===== config.mk =====
export PLATFORM = sky130hd
export DESIGN_NAME = led_pwm_bank_flat
export DESIGN_NICKNAME = d
export VERILOG_FILES = /design/src/rtl/led_pwm_pkg.sv /design/src/rtl/led_pwm_if.sv /design/src/rtl/led_pwm_channel.sv /design/src/rtl/led_pwm_bank.sv /design/src/flat_wrapper.sv
export SDC_FILE = /design/constraint.sdc
export NUM_CORES = 1
export LEC_CHECK = 0
export ABC_AREA = 1
export CAP_MARGIN = 10
export CORE_MARGIN = 2
export CORE_UTILIZATION = 53
export DETAILED_ROUTE_END_ITERATION = 8
export GPL_TIMING_DRIVEN = 0
export MAX_ROUTING_LAYER = met4
export PLACE_DENSITY = 0.77
export SKIP_LAST_GASP = 1
export SYNTH_ARGS = -nofsm -noshare
export SYNTH_HDL_FRONTEND = slang
export SYNTH_HIERARCHICAL = 1
export SYNTH_SLANG_ARGS = --single-unit

===== constraint.sdc =====
create_clock -name clk -period 1.9 [get_ports clk]
set_input_delay 0.285 -clock clk [delete_from_list [all_inputs] [get_ports clk]]
set_output_delay 0.285 -clock clk [all_outputs]
set_load 0.02 [all_outputs]

===== src/rtl/led_pwm_pkg.sv =====
// led_pwm_pkg: shared definitions for the led_pwm_bank LED peripheral.
//   - mode_e      : per-channel output mode encodings
//   - MODE_LSB    : bit position of the 2-bit mode field in a channel register
//   - CTRL_*      : bit positions inside the control register
//   - chan_ctl_t  : timing/qualifier bundle broadcast from top to every channel
//   - ctrl_addr() : address of the control register for a given channel count
package led_pwm_pkg;

  typedef enum logic [1:0] {
    MODE_OFF   = 2'b00,
    MODE_ON    = 2'b01,
    MODE_PWM   = 2'b10,
    MODE_BLINK = 2'b11
  } mode_e;

  localparam int MODE_LSB       = 16;
  localparam int CTRL_ENABLE    = 0;
  localparam int CTRL_WFI_BLANK = 1;

  // Shared per-cycle qualifiers, identical for all channels.
  typedef struct packed {
    logic wrap;    // PWM period boundary: active duty reloads
    logic phase;   // blink phase (tied high when blink support is compiled out)
    logic freeze;  // hold led output
    logic blank;   // force led output low
    logic enable;  // global enable
  } chan_ctl_t;

  // Control register sits directly above the channel registers.
  function automatic int ctrl_addr(input int channels);
    return channels;
  endfunction

endpackage


===== src/rtl/led_pwm_if.sv =====
// led_pwm_if: memory-mapped register bus of led_pwm_bank.
//   addr    : register select ($clog2(CHANNELS)+1 bits)
//   wr_en   : one-cycle write strobe
//   wr_data : write data
//   rd_data : registered readback of the register selected last cycle
// Modports: master (CPU/MMIO side), slave (peripheral side).
interface led_pwm_if #(
  parameter int CHANNELS = 8
);
  localparam int ADDR_W = $clog2(CHANNELS) + 1;

  logic [ADDR_W-1:0] addr;
  logic              wr_en;
  logic [31:0]       wr_data;
  logic [31:0]       rd_data;

  modport master (output addr, wr_en, wr_data, input rd_data);
  modport slave  (input addr, wr_en, wr_data, output rd_data);
endinterface


===== src/rtl/led_pwm_channel.sv =====
// led_pwm_channel: one LED channel of led_pwm_bank.
// Owns shadow duty, active duty, mode, the duty compare and the led register.
//   clk, reset : system clock, synchronous active-high reset
//   wr_sel     : write strobe already decoded for this channel
//   wr_duty    : duty field of the write data
//   wr_mode    : mode field of the write data
//   cnt        : shared PWM counter
//   ctl        : shared wrap / blink phase / freeze / blank / enable
//   duty_sh    : shadow duty (for readback)
//   mode       : current mode (for readback)
//   led        : registered pad drive
module led_pwm_channel import led_pwm_pkg::*; #(
  parameter int PWM_BITS = 8
) (
  input  logic                clk,
  input  logic                reset,
  input  logic                wr_sel,
  input  logic [PWM_BITS-1:0] wr_duty,
  input  mode_e               wr_mode,
  input  logic [PWM_BITS-1:0] cnt,
  input  chan_ctl_t           ctl,
  output logic [PWM_BITS-1:0] duty_sh,
  output mode_e               mode,
  output logic                led
);

  logic [PWM_BITS-1:0] duty_act;
  logic                pwm_on;
  logic                raw;

  always_comb begin
    pwm_on = (cnt < duty_act);
    raw    = 1'b0;
    case (mode)
      MODE_OFF:   raw = 1'b0;
      MODE_ON:    raw = 1'b1;
      MODE_PWM:   raw = pwm_on;
      // phase is held high by the top when blink is compiled out, so this
      // degenerates to plain PWM there.
      MODE_BLINK: raw = pwm_on & ctl.phase;
      default:    raw = 1'b0;
    endcase
  end

  always_ff @(posedge clk) begin
    if (reset) begin
      duty_sh  <= '0;
      duty_act <= '0;
      mode     <= MODE_OFF;
      led      <= 1'b0;
    end else begin
      if (wr_sel) begin
        duty_sh <= wr_duty;
        mode    <= wr_mode;
      end
      // A write landing on the wrap cycle bypasses the shadow.
      if (ctl.wrap) duty_act <= wr_sel ? wr_duty : duty_sh;
      if (!ctl.freeze) led <= raw & ctl.enable & ~ctl.blank;
    end
  end

endmodule


===== src/rtl/led_pwm_bank.sv =====
// led_pwm_bank: multi-channel LED driver (off / on / PWM / blink per channel).
// Owns the prescaler, PWM counter, blink counter, control register and the
// readback mux; per-channel state lives in led_pwm_channel.
//   clk, reset : system clock, synchronous active-high reset
//   bus        : led_pwm_if.slave register bus (addr, wr_en, wr_data, rd_data)
//   wfi        : processor wait-for-interrupt (freeze or blank the pads)
//   led_pad    : registered active-high LED drive
// Build option: LED_PWM_BLINK_EN enables the blink counter and mode 11 gating;
// without it mode 11 acts as mode 10 (still stored and read back as 11).
module led_pwm_bank import led_pwm_pkg::*; #(
  parameter int CHANNELS     = 8,
  parameter int PWM_BITS     = 8,
  parameter int PRESCALE_DIV = 16,
  parameter int BLINK_BITS   = 20
) (
  input  logic                clk,
  input  logic                reset,
  led_pwm_if.slave            bus,
  input  logic                wfi,
  output logic [CHANNELS-1:0] led_pad
);

  localparam int ADDR_W = $clog2(CHANNELS) + 1;
  localparam int PS_W   = (PRESCALE_DIV > 1) ? $clog2(PRESCALE_DIV) : 1;
  localparam logic [ADDR_W-1:0] CTRL_ADDR = ADDR_W'(ctrl_addr(CHANNELS));
  localparam logic [PS_W-1:0]   PS_LAST   = PS_W'(PRESCALE_DIV - 1);

  logic [PS_W-1:0]                    presc;
  logic [PWM_BITS-1:0]                cnt;
  logic [1:0]                         ctrl;
  logic                               freeze, blank, tick, wrap, phase;
  chan_ctl_t                          ctl;
  logic [CHANNELS-1:0]                wr_sel;
  logic [CHANNELS-1:0][PWM_BITS-1:0]  duty_sh;
  mode_e [CHANNELS-1:0]               mode;
  logic [31:0]                        rd_mux;

  assign freeze = wfi & ~ctrl[CTRL_WFI_BLANK];
  assign blank  = wfi &  ctrl[CTRL_WFI_BLANK];
  // Gating tick with freeze stops every counter and suppresses wrap.
  assign tick   = ~freeze & (presc == PS_LAST);
  assign wrap   = tick & (&cnt);

  always_ff @(posedge clk) begin
    if (reset) begin
      presc <= '0;
      cnt   <= '0;
      ctrl  <= '0;
    end else begin
      if (!freeze) presc <= (presc == PS_LAST) ? '0 : presc + PS_W'(1);
      if (tick)    cnt   <= cnt + PWM_BITS'(1);
      if (bus.wr_en && bus.addr == CTRL_ADDR) ctrl <= bus.wr_data[1:0];
    end
  end

`ifdef LED_PWM_BLINK_EN
  logic [BLINK_BITS-1:0] blink;

  always_ff @(posedge clk) begin
    if (reset)     blink <= '0;
    else if (tick) blink <= blink + BLINK_BITS'(1);
  end

  assign phase = blink[BLINK_BITS-1];
`else
  assign phase = 1'b1;
`endif

  assign ctl = '{wrap: wrap, phase: phase, freeze: freeze, blank: blank,
                 enable: ctrl[CTRL_ENABLE]};

  for (genvar k = 0; k < CHANNELS; k++) begin : g_ch
    assign wr_sel[k] = bus.wr_en && (bus.addr == ADDR_W'(k));

    led_pwm_channel #(.PWM_BITS(PWM_BITS)) u_ch (
      .clk     (clk),
      .reset   (reset),
      .wr_sel  (wr_sel[k]),
      .wr_duty (bus.wr_data[PWM_BITS-1:0]),
      .wr_mode (mode_e'(bus.wr_data[MODE_LSB+:2])),
      .cnt     (cnt),
      .ctl     (ctl),
      .duty_sh (duty_sh[k]),
      .mode    (mode[k]),
      .led     (led_pad[k])
    );
  end

  always_comb begin
    rd_mux = '0;
    for (int k = 0; k < CHANNELS; k++) begin
      if (bus.addr == ADDR_W'(k)) begin
        rd_mux[PWM_BITS-1:0]   = duty_sh[k];
        rd_mux[MODE_LSB+:2]    = mode[k];
      end
    end
    if (bus.addr == CTRL_ADDR) rd_mux[1:0] = ctrl;
  end

  always_ff @(posedge clk) begin
    if (reset) bus.rd_data <= '0;
    else       bus.rd_data <= rd_mux;
  end

endmodule

===== src/flat_wrapper.sv =====
// flat-port wrapper written by rule: the top's interface ports become plain ports
module led_pwm_bank_flat import led_pwm_pkg::*;
#(
  parameter int CHANNELS     = 8,
  parameter int PWM_BITS     = 8,
  parameter int PRESCALE_DIV = 16,
  parameter int BLINK_BITS   = 20
)
  (clk, reset, wfi, led_pad, bus_addr, bus_wr_en, bus_wr_data, bus_rd_data);
  led_pwm_if #(.CHANNELS(CHANNELS)) bus_i ();
  input  logic clk;
  input  logic reset;
  input  logic wfi;
  output logic [CHANNELS-1:0] led_pad;
  input wire logic [$bits(bus_i.addr)-1:0] bus_addr;
  input wire logic [$bits(bus_i.wr_en)-1:0] bus_wr_en;
  input wire logic [$bits(bus_i.wr_data)-1:0] bus_wr_data;
  output wire logic [$bits(bus_i.rd_data)-1:0] bus_rd_data;
  assign bus_i.addr = bus_addr;
  assign bus_i.wr_en = bus_wr_en;
  assign bus_i.wr_data = bus_wr_data;
  assign bus_rd_data = bus_i.rd_data;
  led_pwm_bank #(.CHANNELS(CHANNELS), .PWM_BITS(PWM_BITS), .PRESCALE_DIV(PRESCALE_DIV), .BLINK_BITS(BLINK_BITS)) u_core (.clk(clk), .reset(reset), .bus(bus_i), .wfi(wfi), .led_pad(led_pad));
endmodule

==> summary.txt, run 1 <==
Routing
  • DRT Wirelength: around 25 mm
  • Initial DRC Count: 808
  • DR pass1 iterations: 5
  • Wirelength per Cell: 15.7 um
  • Via/cell ratio: between 5 and 6
  • Antenna-violating nets left: 0
  • DRC: 0
  • Vias: around 8.2k

GRT
  • Wire length of the first global-routing pass: approximately 38 mm
  • Initial antenna violation count: 0
  • Vias in the first global route: 7279
  • Global route overflow: 0
  • Total track usage: 27.9%
  • Largest net degree at the start of global routing: 20

Setup path
  • Reg2Reg Launch Point: u_core/presc[0]
  • Startpoint types: register
  • Crit-path max FO: 8
  • Worst reg-to-reg setup slack: -0.15 ns
  • Family with the most delay on the worst path: simple AND/OR/NAND/NOR gates
  • Reg2Reg Depth: 13
  • Critical path's largest stage delay: between 0.3 and 0.4 ns
  • Worst path depth: 13
  • Worst EP arrival: 2.43 ns
  • Reg2reg end: u_core/g_ch[6].u_ch/duty_act[1]
  • CP most frequent cell: nor2_4
  • Worst Path Buf+Inv: 4
  • CP cell instances: ha_4 > nand3_4 > nor2_4 > nand3_4 > nor2_4 > nand2_2 > nor2_4 > buf_12 > buf_8 > clkinvlp_4 > a21oi_2 > nand2_1 > inv_1
  • CP required: between 2 and 2.5 ns
  • Critical path origin: u_core/presc[0]
  • Highest-delay cell along the critical path: dfxtp_2
  • CP Capture Point: u_core/g_ch[6].u_ch/duty_act[1]
  • Crit path kind: register to register
  • Crit end category: register

Clock network
  • Clk slew on worst S/H paths: roughly 0.07 ns
  • Clock latency on the worst-skew pair: ~0.44 ns
  • H-tree Lvls: 4
  • CTS tree: built
  • # clock sinks: around 180
  • Clk buf depth: 2
  • Root Buffer: clkbuf_16
  • Post-CTS Hold Buffers: 0
  • CTS Buf Count: 17

Place
  • Dpl cells: around 1.5k
  • Placer Congestion: around 0.95
  • Post-place setup slack: -1.02 ns
  • Post-DP HPWL: about 16 mm
  • Port Buffers: 34

Power
  • Peak supply drop: ~0.64 mV
  • Leakage: about 5 nW
  • Final Power: just under 8 mW
  • Cell Pwr Density: about 700 mW/mm2

Timing
  • Clock skew: 0.0138 ns
  • RSZ-0062 raised after global routing: true
  • Final setup fails: 63
  • Tcrit/Tclk final: 108%
  • Least-Margin Pin Slew: between 0.8 and 0.9 ns
  • Relative slew slack: about 41%
  • Fin crit period: between 2 and 2.5 ns
  • Peak Freq: 489 MHz
  • Max-slew violation count: 0
  • PnR worst setup slack: -0.147 ns
  • Fin. Hold Viols: 0

Yosys
  • Post-synthesis sequential area ratio: between 30% and 40%
  • Synth Cell Area: around 0.009 mm2
  • Yosys warnings: 6
  • Distinct cells, synth: 30
  • Number of synthesized register bits: roughly 180
  • Mean Syn Cell Area: ~7.2 um2
  • Synthesized instance count: 1262

Floorplanning
  • Top Ports: 80
  • Initial core utilization: between 50% and 60%
  • Cell row count: 48
  • Core Box Area: around 0.017 mm2
  • Die height: 135 um
  • Die W: between 100 and 150 um
  • Die Footprint: 0.0183 mm2

Status
  • Outcome: finished with violations
  • Failing checks: setup timing

Final layout
  • Antenna Cells: 0
  • Non-Filler Instances: around 1.6k
  • Commonest non-fill, non-tap cell in the layout: nand2_1
  • Most frequent cells in the layout: nand2_1 (306), inv_1 (212), dfxtp_1 (165), nor2_1 (160), a21oi_1 (64)
  • # nets final: between 1k and 1.5k
  • Final core utilization: around 65%
  • Fillcell total: approximately 1.5k
  • Area Growth Syn to Fin: 20.4%
  • Layout cells sized above 1: between 10% and 20%

Min path
  • Hold Crit Class: input pin to register

Flow run
  • Max cap viols: 0
synth_stat cells (all sizes together):
cell type | n | share of area, %
ha | 58 | 7.9
a21oi | 99 | 5.4
a211oi | 17 | 1.4
conb | 2 | 0.082
dfxtp | 176 | 39
o21ai | 15 | 0.82
nand2 | 308 | 13
and3 | 1 | 0.068
nor2 | 168 | 7.1
mux2i | 64 | 7.0
nand4 | 10 | 0.68
clkbuf | 2 | 0.082
inv | 224 | 9.2
nor3b | 8 | 0.66
or2 | 1 | 0.068
a211o | 8 | 0.77
buf | 57 | 4.6
nor3 | 9 | 0.78
nor4 | 3 | 0.21
nand3 | 24 | 1.3
o211ai | 8 | 0.66
metrics by stage:
stage	TNS, ns	hold slack [ns]	cell area, um2
after floorplan	0	0.354	9250
after global placement	-80.59	0.443	9880
after detailed placement	-85.69	0.447	9880
after CTS	-7.34	0.353	10800
after global routing	-11.81	0.417	11000
final	-5.51	0.358	11000
timing repair:
action / in CTS / in global routing
gates resized for setup: 60 / 35
endpoints found under the hold margin: 0 / 0
cloned: 0 / 1
buffers inserted: 15 / 11
pin swaps: 12 / 16
endpoints found under the setup margin: 68 / 77
state kept, by name, indices dropped and copies added (netlist names):
name                       cells
u_core/g_ch.u_ch/duty_sh      64
u_core/g_ch.u_ch/mode         16
u_core/bus.rd_data            10
u_core/presc                   4
u_core/cnt                     8
u_core/g_ch.u_ch/duty_act     64
u_core/g_ch.u_ch/led           8
u_core/ctrl                    2
cells by family after synthesis:
kind of cell / count (synthesis) / share of synthesized area (%)
AND/OR/NAND/NOR: 532 / 23.5
AO/OA/AOI/OAI: 147 / 9.06
flip-flops: 176 / 38.5
buffers and inverters: 283 / 13.8
multiplexers: 64 / 7.01
adder cells (fa/ha/maj): 58 / 7.94
other: 2 / 0.0822
cell type report:
| type | count | area, um2 | share of cell area [%] |
|---|---|---|---|
| Multi-Input combinational cell | 831 | 4690 | 42.7 |
| Sequential cell | 176 | 3550 | 32.2 |
| Inverter | 224 | 871 | 7.91 |
| Timing Repair Buffer | 61 | 564 | 5.13 |
| Buffer | 59 | 462 | 4.19 |
| Clock buffer | 17 | 425 | 3.86 |
| Tap cell | 225 | 282 | 2.56 |
| Clock inverter | 15 | 159 | 1.44 |
how the worst min path moves through the flow:
stage                                  startpoint                       to  slack [ns]  cells after the start
after detailed placement  u_core/g_ch[2].u_ch/led  u_core/g_ch[2].u_ch/led        0.45                      2
final                                 bus_addr[1]    u_core/bus.rd_data[7]        0.36                      6
after global placement    u_core/g_ch[2].u_ch/led  u_core/g_ch[2].u_ch/led        0.44                      2
after global routing                  bus_addr[1]    u_core/bus.rd_data[6]        0.42                      6
after CTS                             bus_addr[1]    u_core/bus.rd_data[7]        0.35                      6
after floorplan                             reset    u_core/bus.rd_data[1]        0.35                      1
layer usage:
metal | vias to the layer above | track usage, % | routed length (um)
met2 | 300 | 45.2 | 11800
met4 | 0 | 10.2 | 847
met5 | - | - | 0
met1 | 3747 | 35.3 | 10700
met3 | 59 | 4.86 | 1910
li1 | 4104 | - | -
report_power, final:
group,internal (mW),switching (mW)
Combinational,0.160,0.330
Clock,1.95,1.56
Sequential,3.72,0.0235
tightest hold or removal path: cells and delay by family:
family | cells | cell delay [ns]
AND/OR/NAND/NOR | 4 | 0.32
buffers and inverters | 2 | 0.16
No activity file was read; power rests on OpenSTA's default activity.
==> run 2: changes to the inputs <==
--- a/config.mk
+++ b/config.mk
@@ -13,6 +13,7 @@
 export GPL_TIMING_DRIVEN = 0
 export MAX_ROUTING_LAYER = met4
 export PLACE_DENSITY = 0.77
+export SETUP_SLACK_MARGIN = 0.2
 export SKIP_LAST_GASP = 1
 export SYNTH_ARGS = -nofsm -noshare
 export SYNTH_HDL_FRONTEND = slang
==> run 2 against run 1 <==
Compared with the run above:
- sequential share of layout area fell by 1.1 points
- largest cell class unchanged
- routed wire length up 0.90%
- clock power up 8.8%
- cell area up 3.6%
- die area stayed put
- critical path type unchanged
- utilization increased by 2.3 points
- hold slack got worse by 0.0042 ns
- clock-buffer cell count up 3
- fmax is 5.2% higher
- cell count increased by 0.19%
- the run still ends with setup timing left
- non-clock buffer count increased by 3
- first-iteration DRC count shrank 7.9%
==> summary.txt, run 2 (same netlist as run 1, synthesis figures left out) <==
Routing
  • DRC: 0 (unchanged)
  • DRT Wirelength: 25.4 mm (+0.90%)
  • Wirelength per Cell: 15.8 um (+0.72%)
  • Vias: 8195 (-0.18%)
  • Initial DRC Count: 744 (-7.9%)
  • Antenna-violating nets left: 0 (unchanged)
  • DR pass1 iterations: 7 (+2)
  • Via/cell ratio: 5.09 (-0.37%)

Final layout
  • Antenna Cells: 0 (unchanged)
  • Commonest non-fill, non-tap cell in the layout: nand2_1
  • Non-Filler Instances: 1611 (+0.19%)
  • Final core utilization: 66.8% (+2.3 points)
  • Layout cells sized above 1: 17.5% (+3.4 points)
  • Final instance area: 0.0114 mm2 (+3.6%)
  • Biggest registers after layout: u_core/g_ch.u_ch/duty_act (64), u_core/g_ch.u_ch/duty_sh (64), u_core/g_ch.u_ch/mode (16)
  • Most frequent cells in the layout: nand2_1 (294), inv_1 (206), dfxtp_1 (165), nor2_1 (159), mux2i_1 (61)
  • Area Growth Syn to Fin: 24.7%
  • # nets final: 1471 (+0.20%)

GRT
  • Global route overflow: 0 (unchanged)
  • Initial antenna violation count: 0 (unchanged)
  • Largest net degree at the start of global routing: 20 (unchanged)
  • Wire length of the first global-routing pass: 39.3 mm (+4.3%)
  • Total track usage: 29.1% (+1.1 points)
  • Vias in the first global route: 7477 (+2.7%)

Place
  • Port Buffers: 34 (unchanged)
  • Dpl cells: 1549 (unchanged)
  • Placed cell areas: 0.0102 mm2 (+3.3%)
  • Placer Congestion: 1.02 (+7.3%)
  • Post-DP HPWL: 16.6 mm (+0.95%)

Setup path
  • Crit-path max FO: 3 (-5)
  • CP cell instances: ha_4 > inv_2 > nor3_4 > nand3_4 > buf_4 > buf_4 > buf_4 > buf_4 > buf_4 > buf_4 > buf_4 > nand2_1 > nor2_1
  • Worst Path Buf+Inv: 8 (+4)
  • Reg2reg end: u_core/cnt[4]
  • Startpoint types: register
  • Reg2Reg Depth: 13 (unchanged)
  • Critical path's largest stage delay: 0.36 ns (about the same)
  • CP most frequent cell: buf_4
  • Worst EP arrival: 2.27 ns (-0.16 ns)
  • Crit path kind: register to register
  • Worst path depth: 13 (unchanged)
  • CP required: 2.22 ns (-0.07 ns)
  • Highest-delay cell along the critical path: dfxtp_4
  • Reg2Reg Launch Point: u_core/cnt[0]
  • Family with the most delay on the worst path: buffers and inverters
  • Worst reg-to-reg setup slack: -0.05 ns (+0.10 ns)
  • Critical path origin: u_core/cnt[0]
  • Crit end category: register
  • CP Capture Point: u_core/cnt[4]

Floorplanning
  • Initial core utilization: 53.6% (unchanged)
  • Die W: 135 um (unchanged)
  • Die height: 135 um (unchanged)
  • Top Ports: 80 (unchanged)
  • Cell row count: 48 (unchanged)
  • Die Footprint: 0.0183 mm2 (unchanged)
  • Core Box Area: 0.0171 mm2 (unchanged)

Clock network
  • Clk slew on worst S/H paths: 0.07 ns (about the same)
  • Clock latency on the worst-skew pair: 0.44 ns (about the same)
  • CTS tree: built
  • Clk buf depth: 2 (unchanged)
  • H-tree Lvls: 4 (unchanged)
  • CTS Buf Count: 17 (unchanged)
  • # clock sinks: 176 (unchanged)
  • Post-CTS Hold Buffers: 0 (unchanged)
  • Root Buffer: clkbuf_16

Timing
  • Max-slew violation count: 0 (unchanged)
  • Final setup fails: 27 (-57%)
  • Relative slew slack: 50.6% (+9.8 points)
  • Least-Margin Pin Slew: 0.740 ns (-0.147 ns)
  • Fin crit period: 1.95 ns (-0.101 ns)
  • PnR worst setup slack: -0.0454 ns (+0.101 ns)
  • Tcrit/Tclk final: 102% (-5.3 points)
  • Peak Freq: 514 MHz (+5.2%)
  • Clock skew: 0.0104 ns (-0.00346 ns)
  • RSZ-0062 raised after global routing: true
  • Fin. Hold Viols: 0 (unchanged)

Power
  • Cell Pwr Density: 706 mW/mm2 (+0.51%)
  • Leakage: 5.13 nW (+3.1%)
  • Peak supply drop: 0.690 mV (+7.6%)

Min path
  • Hold depth: 6 (unchanged)
  • Hold Crit Class: input pin to register

Status
  • Failing checks: setup timing
  • Outcome: finished with violations

Flow run
  • Max cap viols: 0 (unchanged)
## run 2: worst min-delay path by stage
stage                                       start                      end  slack (ns)
final                                 bus_addr[1]    u_core/bus.rd_data[5]        0.35
after global routing                  bus_addr[2]    u_core/bus.rd_data[1]        0.35
after CTS                             bus_addr[1]    u_core/bus.rd_data[5]        0.34
after detailed placement  u_core/g_ch[7].u_ch/led  u_core/g_ch[7].u_ch/led        0.45
after global placement    u_core/g_ch[7].u_ch/led  u_core/g_ch[7].u_ch/led        0.45
after floorplan                             reset    u_core/bus.rd_data[1]        0.35
## run 2: power by group
part	leakage [nW]	switching (mW)	total (mW)	internal, mW
clock network	0.317	1.51	3.82	2.32
registers	1.43	0.0245	3.74	3.72
logic	3.39	0.331	0.492	0.160
## run 2: repair_timing
action / in CTS / in global routing
gates cloned: 4 / 0
gates resized for setup: 37 / 43
setup endpoints to repair: 96 / 140
buffers inserted: 18 / 8
pin swaps: 11 / 18
## run 2: final cells by class
| type | count | area [um2] |
|---|---|---|
| plain buffers | 59 | 480 |
| clock buffers | 20 | 467 |
| clock inverters | 12 | 178 |
| fillers | 1386 | 5660 |
| inverters | 224 | 898 |
| multi-input cells | 831 | 4850 |
| flip-flops and latches | 176 | 3550 |
| well taps | 225 | 282 |
| repair buffers | 64 | 688 |
## run 2: per-layer routing
layer	wire, um	global-route usage, %
met3	1530	4.86
met5	0	-
met2	11700	45.2
met4	1000	11.1
met1	11200	38.1
## run 2: per-stage QoR
stage	total power, mW	hold slack, ns	setup TNS [ns]	worst slack, ns
after floorplan	4.12	0.354	0	0.0969
after global routing	8.29	0.349	-5.73	-0.133
after global placement	4.28	0.445	-62.67	-0.691
final	8.05	0.354	-0.401	-0.0454
after detailed placement	4.29	0.451	-62.43	-0.670
after CTS	8.08	0.338	0	0.0711
## run 2: worst register-to-register path: stages (launching register included)
cell	delay [ns]
dfxtp_4	0.36
ha_4	0.14
inv_2	0.04
nor3_4	0.17
nand3_4	0.12
buf_4	0.16
buf_4	0.12
buf_4	0.12
buf_4	0.12
buf_4	0.12
buf_4	0.12
buf_4	0.12
nand2_1	0.06
nor2_1	0.06
